$ cat src/rtl/riscv_pkg.sv
// Shared RISC-V core constants and types.
// Used by fetch, decode and the immediate generator.
package riscv_pkg;

  localparam int unsigned XLEN = 32;
  localparam int unsigned ILEN = 32;

  localparam logic [XLEN-1:0] RESET_PC = 32'h0000_0000;
  localparam logic [ILEN-1:0] NOP_INST = 32'h0000_0013;

  localparam logic [6:0] OP_R     = 7'b0110011;
  localparam logic [6:0] OP_LOAD  = 7'b0000011;
  localparam logic [6:0] OP_STORE = 7'b0100011;
  localparam logic [6:0] OP_IMM   = 7'b0010011;
  localparam logic [6:0] OP_LUI   = 7'b0110111;

  typedef struct packed {
    logic [XLEN-1:0] pc;
    logic [ILEN-1:0] inst;
  } fetch_entry_t;

  function automatic logic [XLEN-1:0] align_pc(
    input logic [XLEN-1:0] a
  );
    return {a[XLEN-1:2], 2'b00};
  endfunction

endpackage

$ cat src/rtl/fetch_fifo.sv
// Instruction buffer between fetch and decode.
// Registered head; flush empties it in one cycle.
module fetch_fifo
  import riscv_pkg::*;
#(
  parameter int unsigned DEPTH = 2,
  localparam int unsigned AW = $clog2(DEPTH),
  localparam int unsigned CW = $clog2(DEPTH + 1)
) (
  input  logic          clk_i,
  input  logic          rst_i,
  input  logic          flush_i,
  input  logic          push_i,
  input  fetch_entry_t  data_i,
  input  logic          pop_i,
  output fetch_entry_t  data_o,
  output logic [CW-1:0] count_o,
  output logic          full_o,
  output logic          empty_o
);

  fetch_entry_t  mem_q [DEPTH];
  logic [AW-1:0] wr_ptr_q, wr_ptr_d;
  logic [AW-1:0] rd_ptr_q, rd_ptr_d;
  logic [CW-1:0] count_q, count_d;
  logic          do_push;
  logic          do_pop;

  assign full_o  = (count_q == CW'(DEPTH));
  assign empty_o = (count_q == '0);
  assign count_o = count_q;
  assign data_o  = mem_q[rd_ptr_q];

  assign do_push = push_i && !full_o && !flush_i;
  assign do_pop  = pop_i && !empty_o && !flush_i;

  always_comb begin
    wr_ptr_d = wr_ptr_q;
    rd_ptr_d = rd_ptr_q;
    count_d  = count_q;
    if (flush_i) begin
      wr_ptr_d = '0;
      rd_ptr_d = '0;
      count_d  = '0;
    end else begin
      if (do_push) wr_ptr_d = wr_ptr_q + AW'(1);
      if (do_pop)  rd_ptr_d = rd_ptr_q + AW'(1);
      if (do_push && !do_pop) count_d = count_q + CW'(1);
      if (do_pop && !do_push) count_d = count_q - CW'(1);
    end
  end

  always_ff @(posedge clk_i) begin
    if (rst_i) begin
      wr_ptr_q <= '0;
      rd_ptr_q <= '0;
      count_q  <= '0;
    end else begin
      wr_ptr_q <= wr_ptr_d;
      rd_ptr_q <= rd_ptr_d;
      count_q  <= count_d;
    end
  end

  // Payload storage needs no reset; head is qualified by count.
  always_ff @(posedge clk_i) begin
    if (do_push) mem_q[wr_ptr_q] <= data_i;
  end

  a_no_overflow: assert property (
    @(posedge clk_i) disable iff (rst_i)
    !(push_i && full_o && !flush_i)
  );

endmodule

$ cat src/rtl/inst_fetch.sv
// Fetch stage: PC, credit-based request issue and redirect drop.
// Presents {pc, inst} to decode through fetch_fifo.
module inst_fetch
  import riscv_pkg::*;
#(
  parameter logic [31:0] RESET_PC = riscv_pkg::RESET_PC,
  parameter int unsigned DEPTH    = 2
) (
  input  logic        clk,
  input  logic        rst,
  output logic        imem_req,
  output logic [31:0] imem_addr,
  input  logic        imem_ready,
  input  logic        imem_rvalid,
  input  logic [31:0] imem_rdata,
  input  logic        redirect,
  input  logic [31:0] redirect_pc,
  output logic        inst_valid,
  input  logic        inst_ready,
  output logic [31:0] inst,
  output logic [31:0] pc
);

  localparam int unsigned CW = $clog2(DEPTH + 1);

  logic [31:0]   fetch_pc_q, fetch_pc_d;
  logic [31:0]   resp_pc_q, resp_pc_d;
  logic [CW-1:0] outst_q, outst_d;
  logic [CW-1:0] drop_q, drop_d;
  logic [CW-1:0] count;
  logic [CW:0]   in_use;
  logic [CW-1:0] outst_after_resp;
  logic [31:0]   new_pc;
  logic          accept;
  logic          dropping;
  logic          push;
  logic          pop;
  logic          fifo_full;
  logic          fifo_empty;
  fetch_entry_t  head;
  fetch_entry_t  wdata;

  assign in_use   = {1'b0, outst_q} + {1'b0, count};
  assign imem_req = !rst && !redirect && (in_use < (CW+1)'(DEPTH));
  assign accept   = imem_req && imem_ready;
  assign dropping = (drop_q != '0);
  assign push     = imem_rvalid && !redirect && !dropping;
  assign pop      = inst_valid && inst_ready && !redirect;
  assign new_pc   = align_pc(redirect_pc);

  assign outst_after_resp = outst_q - CW'(imem_rvalid);

  assign wdata.pc   = resp_pc_q;
  assign wdata.inst = imem_rdata;

  always_comb begin
    fetch_pc_d = fetch_pc_q;
    resp_pc_d  = resp_pc_q;
    drop_d     = drop_q;
    outst_d    = outst_after_resp + CW'(accept);
    if (redirect) begin
      fetch_pc_d = new_pc;
      resp_pc_d  = new_pc;
      drop_d     = outst_after_resp;
    end else begin
      if (accept) fetch_pc_d = fetch_pc_q + 32'd4;
      if (push)   resp_pc_d  = resp_pc_q + 32'd4;
      if (imem_rvalid && dropping) drop_d = drop_q - CW'(1);
    end
  end

  always_ff @(posedge clk) begin
    if (rst) begin
      fetch_pc_q <= RESET_PC;
      resp_pc_q  <= RESET_PC;
      outst_q    <= '0;
      drop_q     <= '0;
    end else begin
      fetch_pc_q <= fetch_pc_d;
      resp_pc_q  <= resp_pc_d;
      outst_q    <= outst_d;
      drop_q     <= drop_d;
    end
  end

  fetch_fifo #(
    .DEPTH(DEPTH)
  ) u_fifo (
    .clk_i   (clk),
    .rst_i   (rst),
    .flush_i (redirect),
    .push_i  (push),
    .data_i  (wdata),
    .pop_i   (pop),
    .data_o  (head),
    .count_o (count),
    .full_o  (fifo_full),
    .empty_o (fifo_empty)
  );

  // Idle outputs read as inst=0 so nothing downstream decodes garbage.
  assign inst_valid = !fifo_empty;
  assign inst       = inst_valid ? head.inst : '0;
  assign pc         = inst_valid ? head.pc : resp_pc_q;
  assign imem_addr  = fetch_pc_q;

  logic unused_full;
  assign unused_full = fifo_full;

endmodule

$ cat config.mk
export PLATFORM = sky130hd
export DESIGN_NAME = inst_fetch
export DESIGN_NICKNAME = d
export VERILOG_FILES = /design/src/rtl/riscv_pkg.sv /design/src/rtl/fetch_fifo.sv /design/src/rtl/inst_fetch.sv
export SDC_FILE = /design/constraint.sdc
export NUM_CORES = 1
export LEC_CHECK = 0
export BUFFER_PORTS_ARGS = -buffer_cell sky130_fd_sc_hd__clkbuf_2
export CAP_MARGIN = 20
export CORE_AREA = 4 4 194 196
export CTS_CLUSTER_SIZE = 14
export DETAILED_ROUTE_END_ITERATION = 16
export DIE_AREA = 0 0 198 200
export SYNTH_ARGS = -nofsm -noshare
export SYNTH_HDL_FRONTEND = slang
export SYNTH_SLANG_ARGS = --single-unit
$ cat constraint.sdc
create_clock -name clk -period 5.6 [get_ports clk]
set_input_delay 0.28 -clock clk [delete_from_list [all_inputs] [get_ports clk]]
set_output_delay 0.28 -clock clk [all_outputs]
set_load 0.01 [all_outputs]
[Yosys cells after proc, flatten, opt, wreduce, memory -nomap -nowiden]
Memories as Yosys holds them, arrays and structs flattened. A register that Yosys moved wholly into a read port is not among the register bits.
Index checks and enable logic that the tools add are counted.
Storage, ports and cells
  register bits after elaboration: 72
  memory bits (writable): 128
  input bits: 70
  logic and storage cells: 64
  memories kept: 1
Operators by class
  add/sub/neg operators: 10
  $lt $le $gt $ge: 1
  equal/unequal tests: 1
  multiplexer cells: 14
  reduce and logical (&&, ||, !) cells: 28
Memory list
  u_fifo.mem_q: words 2, width 64, rd ports 1, clocked after memory_dff 1, write ports 1, RTL line fetch_fifo.sv:22  | fetch_entry_t mem_q [DEPTH];
Operators by type and width (number)
  $mux 32: 6
  $add 32x3->32 const B: 2
  $logic_and 1x1->1: 14
  $reduce_bool 2->1: 5
  $mux 2: 4
  $logic_not 1->1: 7
  $mux 1: 4
  $sub 2x1->2 const B: 2
  $add 2x2->3: 1
  $lt 3x2->1 const B: 1
  $add 1x1->1 const B: 2
  $add 2x1->2: 1
  $add 2x1->2 const B: 1
  $eq 2x2->1 const B: 1
  $logic_not 2->1: 1
  $reduce_or 2->1: 1
  $sub 2x1->2: 1

[Logic depth before layout (Yosys ltp)]
  depth after elaboration: 10
  gate-level depth with buffers: 10

[Modules after synthesis]
Synthesis repeated with hierarchy kept, for this count alone.
Second synthesis, totals
  cells, all modules: 741
  area, all modules: 9083.7 um^2
By module, submodules not included
  fetch_fifo: times used 1, cells an instance 227, area each 4830.9 um^2
  inst_fetch: times used 1, cells an instance 514, area each 4252.8 um^2

[Worst setup path before layout]
OpenSTA, ideal clock, no wires.
  kind: reg2reg
  from: register drop_q[0]
  to: memory u_fifo.mem_q[0][0] in the netlist's numbering, enable pin
  data arrival time: 3918 ps
  setup slack: 1200 ps
  stages on the path, launching flop included: 8
  period minus slack after synthesis: 4400 ps
  cell sequence: dfxtp_1 inv_1 ha_1 nand2_1 clkbuf_1 nor3_1 inv_1 nor2_1
Between the ends
  longest elaborated chain between the ends: 7
RTL lines
  from (decl): RTL line inst_fetch.sv:29  | logic [CW-1:0] drop_q, drop_d;
  from (signal assigned): RTL line inst_fetch.sv:82  | drop_q <= drop_d;
  $reduce_bool 2->1: RTL line inst_fetch.sv:46  | assign dropping = (drop_q != '0);
  $logic_not 1->1: RTL line inst_fetch.sv:47  | assign push = imem_rvalid && !redirect && !dropping;
  $logic_and 1x1->1: RTL line inst_fetch.sv:47
  $logic_and 1x1->1 (2 in a row): RTL line fetch_fifo.sv:34  | assign do_push = push_i && !full_o && !flush_i;
  $mux 1: RTL line fetch_fifo.sv:67  | if (do_push) mem_q[wr_ptr_q] <= data_i;
  $mux 1 (not written as such): RTL line fetch_fifo.sv:67
  to (decl): RTL line fetch_fifo.sv:22
Every way passes these cells.

[Final worst setup path]
  from: register drop_q[0]
  to: memory u_fifo.mem_q[1][23] in the netlist's numbering, enable pin
Same word-level chain as after synthesis.

==> metrics.txt <==
MaxCap Viol Count=0; Max Clock Freq=315.8 MHz; predominant post-synthesis flop cell=edfxtp_1; Comb pwr share=0.105; setup violators final=0; Post-CTS Setup Inserts=0; Max clock buf depth=2; fill count=3,770; post-route setup slack=2.433 ns; maximum VDD drop=0.2245 mV; CTS Hold Bufs=0; total power=0.003224 W; CP Launch Type=flop; Overflow after GRT=0; FF+latch count, synth=193; DRT Pass-1 Iters=5; crit end category=flop; Ant. Diodes=0; Hold Path End=u_fifo.mem_q[0][31]; layout cells sized above 1=0.2214; die width=198 um; Worst-Margin Slew=0.9700 ns; status=completed; dpl hpwl=17,420 um; Min-Delay Path Class=in2reg; Reg2Reg Launch Point=drop_q[0]; critical path type=reg2reg; worst r2r path cells=6; Clk pwr share=0.379; Ports=168; clock root buffer=clkbuf_16; Mapped Avg Cell Area=11.18 sq um; # port buffers=161; cell area after synthesis=8897 sq um; LEAKAGE=3.714 nW; DR WL/cell=17.39 um; TritonCTS clock tree=built; worst skew pair latency=0.43 ns; fin crit share=0.5655; Synth async-reset ratio=0; post_cts resized=0; clk_skew=0.01152 ns; H-tree depth=4; max-slew violations=0; synth unique cells=56; Layout Area Growth over Synthesis=20.76%; pre-CTS WS=2.381 ns; Int Power=0.002356 W; Cell Rows=70; Seq/Total Area, Yosys=0.5738; DR iter-0 viols=369; Post-synth EDFFs=124; final non-filler cell total=1,412; CTS Buf Count=17; placed cell count=1,380; Final Critical Period=3.167 ns; vias in the first global route=6,262; CORE AREA=36,080 sq um; largest net degree at the start of global routing=84; worst path required time=5.69 ns; Final Hold Fails=0; via count=6,797; register-to-register setup slack=2.43 ns; Reg clk slew, reported paths=0.08 ns; first-pass GRT wire length=36,920 um; Power Dens Cells=300.0 nW/um^2; Setup Total Neg Slack=0 ns; Flop pwr share=0.516; fin nets=1,008; Max FO, Critical Path=36; die area=39,600 sq um; via/cell ratio=4.814; Switching Share=0.2692; Arrival @ worst endpoint=3.25 ns; final core occ=0.2977; unrepaired setup endpoints after global routing=false; DRC=0; Tot GR Track Use=0.1206; clock sink total=193; initial antenna violation count=0; Switch Pwr=0.0008679 W; Yosys warnings=0; Die Y-Extent=200 um; Synth Instances=796; hold depth=1; hold_sp=imem_rdata[31]; Critical R2R Capture=u_fifo.mem_q[1][23]; DRT antenna net count=0; Routed WL=24,550 um; Slew HR=0.3533; GPL Wtd Cong=0.8244; Starting Density=0.2466
[cell usage in the layout, fill, tap and decap left out, types with 3 or more instances in the layout]
master,n
and4_1,10
nand2_1,64
xnor2_1,14
o211ai_1,3
o31ai_1,9
nand4_1,27
inv_6,7
a311o_1,3
a21oi_1,4
xor2_1,13
buf_4,8
edfxtp_1,124
o21a_1,19
nor4_1,18
dfxtp_1,68
mux2i_1,62
ha_1,6
clkinv_4,4
a21boi_0,18
nor2b_1,3
clkbuf_16,17
or4_1,17
a31oi_1,13
clkbuf_2,161
nor2_1,56
nor3_1,18
a21o_1,3
or3_1,3
a211oi_1,7
o21ai_0,43
inv_1,17
nand2b_1,6
nand3_1,23
conb_1,4
a311oi_1,6
o31a_1,16
and3_1,7
and2_1,9
[registers in the layout, indices dropped and copies added (netlist names), named ones only]
signal and count:
u_fifo.rd_ptr_q 1, u_fifo.wr_ptr_q 1, u_fifo.mem_q 124, drop_q 2, imem_addr 30, u_fifo.count_o 2
resp_pc_q 30, outst_q 2
[kinds of logic (layout without fill, tap and decap cells)]
family / after synthesis / count (layout) / synth area share
AO/OA/AOI/OAI: 160 / 160 / 0.1263
adder cells (fa/ha/maj): 7 / 7 / 0.01069
flip-flops: 193 / 193 / 0.5738
other: 1 / 4 / 0.0004215
AND/OR/NAND/NOR: 272 / 272 / 0.1595
XOR/XNOR: 27 / 27 / 0.02658
multiplexers: 62 / 62 / 0.06975
buffers and inverters: 74 / 219 / 0.03305
[worst max path at each step]
stage               from                   to  slack (ns)
6_report       drop_q[0]  u_fifo.mem_q[1][23]        2.43
3_3_place_gp   drop_q[0]   u_fifo.mem_q[1][6]        2.38
3_5_place_dp   drop_q[0]  u_fifo.mem_q[1][10]        2.38
4_1_cts        drop_q[0]  u_fifo.mem_q[1][23]        2.36
5_1_grt        drop_q[0]  u_fifo.mem_q[1][23]        2.05
2_1_floorplan  drop_q[0]   u_fifo.mem_q[0][0]        1.20
[synthesized netlist by cell type (7+ instances only)]
library cell / instances / area share
edfxtp_1: 124 / 0.42
dfxtp_1: 69 / 0.16
nand2_1: 64 / 0.027
mux2i_1: 62 / 0.070
nor2_1: 58 / 0.024
clkbuf_1: 45 / 0.019
o21ai_0: 43 / 0.024
nand4_1: 27 / 0.019
nand3_1: 23 / 0.013
o21a_1: 19 / 0.016
a21boi_0: 18 / 0.015
nor3_1: 18 / 0.010
nor4_1: 18 / 0.013
inv_1: 17 / 0.0072
or4_1: 17 / 0.014
o31a_1: 16 / 0.016
xnor2_1: 14 / 0.014
a31oi_1: 13 / 0.0091
xor2_1: 13 / 0.013
and2_1: 10 / 0.0070
and4_1: 10 / 0.0098
o31ai_1: 9 / 0.0076
a211oi_1: 7 / 0.0059
and3_1: 7 / 0.0049
[area by class of cell]
cell class | count | area [sq um] | area share
Multi-Input combinational cell | 532 | 3526 | 0.3282
Clock inverter | 15 | 165.2 | 0.01537
Inverter | 18 | 67.56 | 0.006289
Tap cell | 468 | 585.6 | 0.05450
Clock buffer | 17 | 425.4 | 0.03959
Sequential cell | 193 | 5109 | 0.4755
Timing Repair Buffer | 169 | 865.8 | 0.08059
[per-layer routing]
| layer | wire (um) | track usage | part of all wire | up-vias |
|---|---|---|---|---|
| met2 | 10770 | 0.1813 | 0.44 | 234 |
| met4 | 129 | 0.02346 | 0.0053 | 0 |
| li1 | - | - | - | 3279 |
| met3 | 1542 | 0.02769 | 0.063 | 11 |
| met1 | 12110 | 0.1789 | 0.49 | 3273 |
| met5 | 0 | 0 | 0 | - |
[stage by stage]
stage / hold WS (ns) / area [sq um]
2_1_floorplan: 0.3789 / 8909
3_3_place_gp: 0.4694 / 10150
3_5_place_dp: 0.4731 / 10150
4_1_cts: 0.01107 / 10740
5_1_grt: 0.01500 / 10740
6_report: 0.03893 / 10740
[critical path, cell delays in order, from the launching register on]
cell,delay [ns]
dfxtp_1,0.30
inv_1,0.08
ha_1,0.25
nand2_1,0.37
nor3_1,0.44
and2_2,0.86
buf_4,0.50
[power groups by stage]
| stage | sequential [W] | clock, W | combinational [W] |
|---|---|---|---|
| 3_3_place_gp | 0.00169 | 0 | 0.000341 |
| 2_1_floorplan | 0.00168 | 0 | 0.000203 |
| 4_1_cts | 0.00166 | 0.00126 | 0.000346 |
| 3_5_place_dp | 0.00169 | 0 | 0.000345 |
| 6_report | 0.00166 | 0.00122 | 0.000339 |
| 5_1_grt | 0.00167 | 0.00132 | 0.000380 |
(Power assumes the default switching activity.)
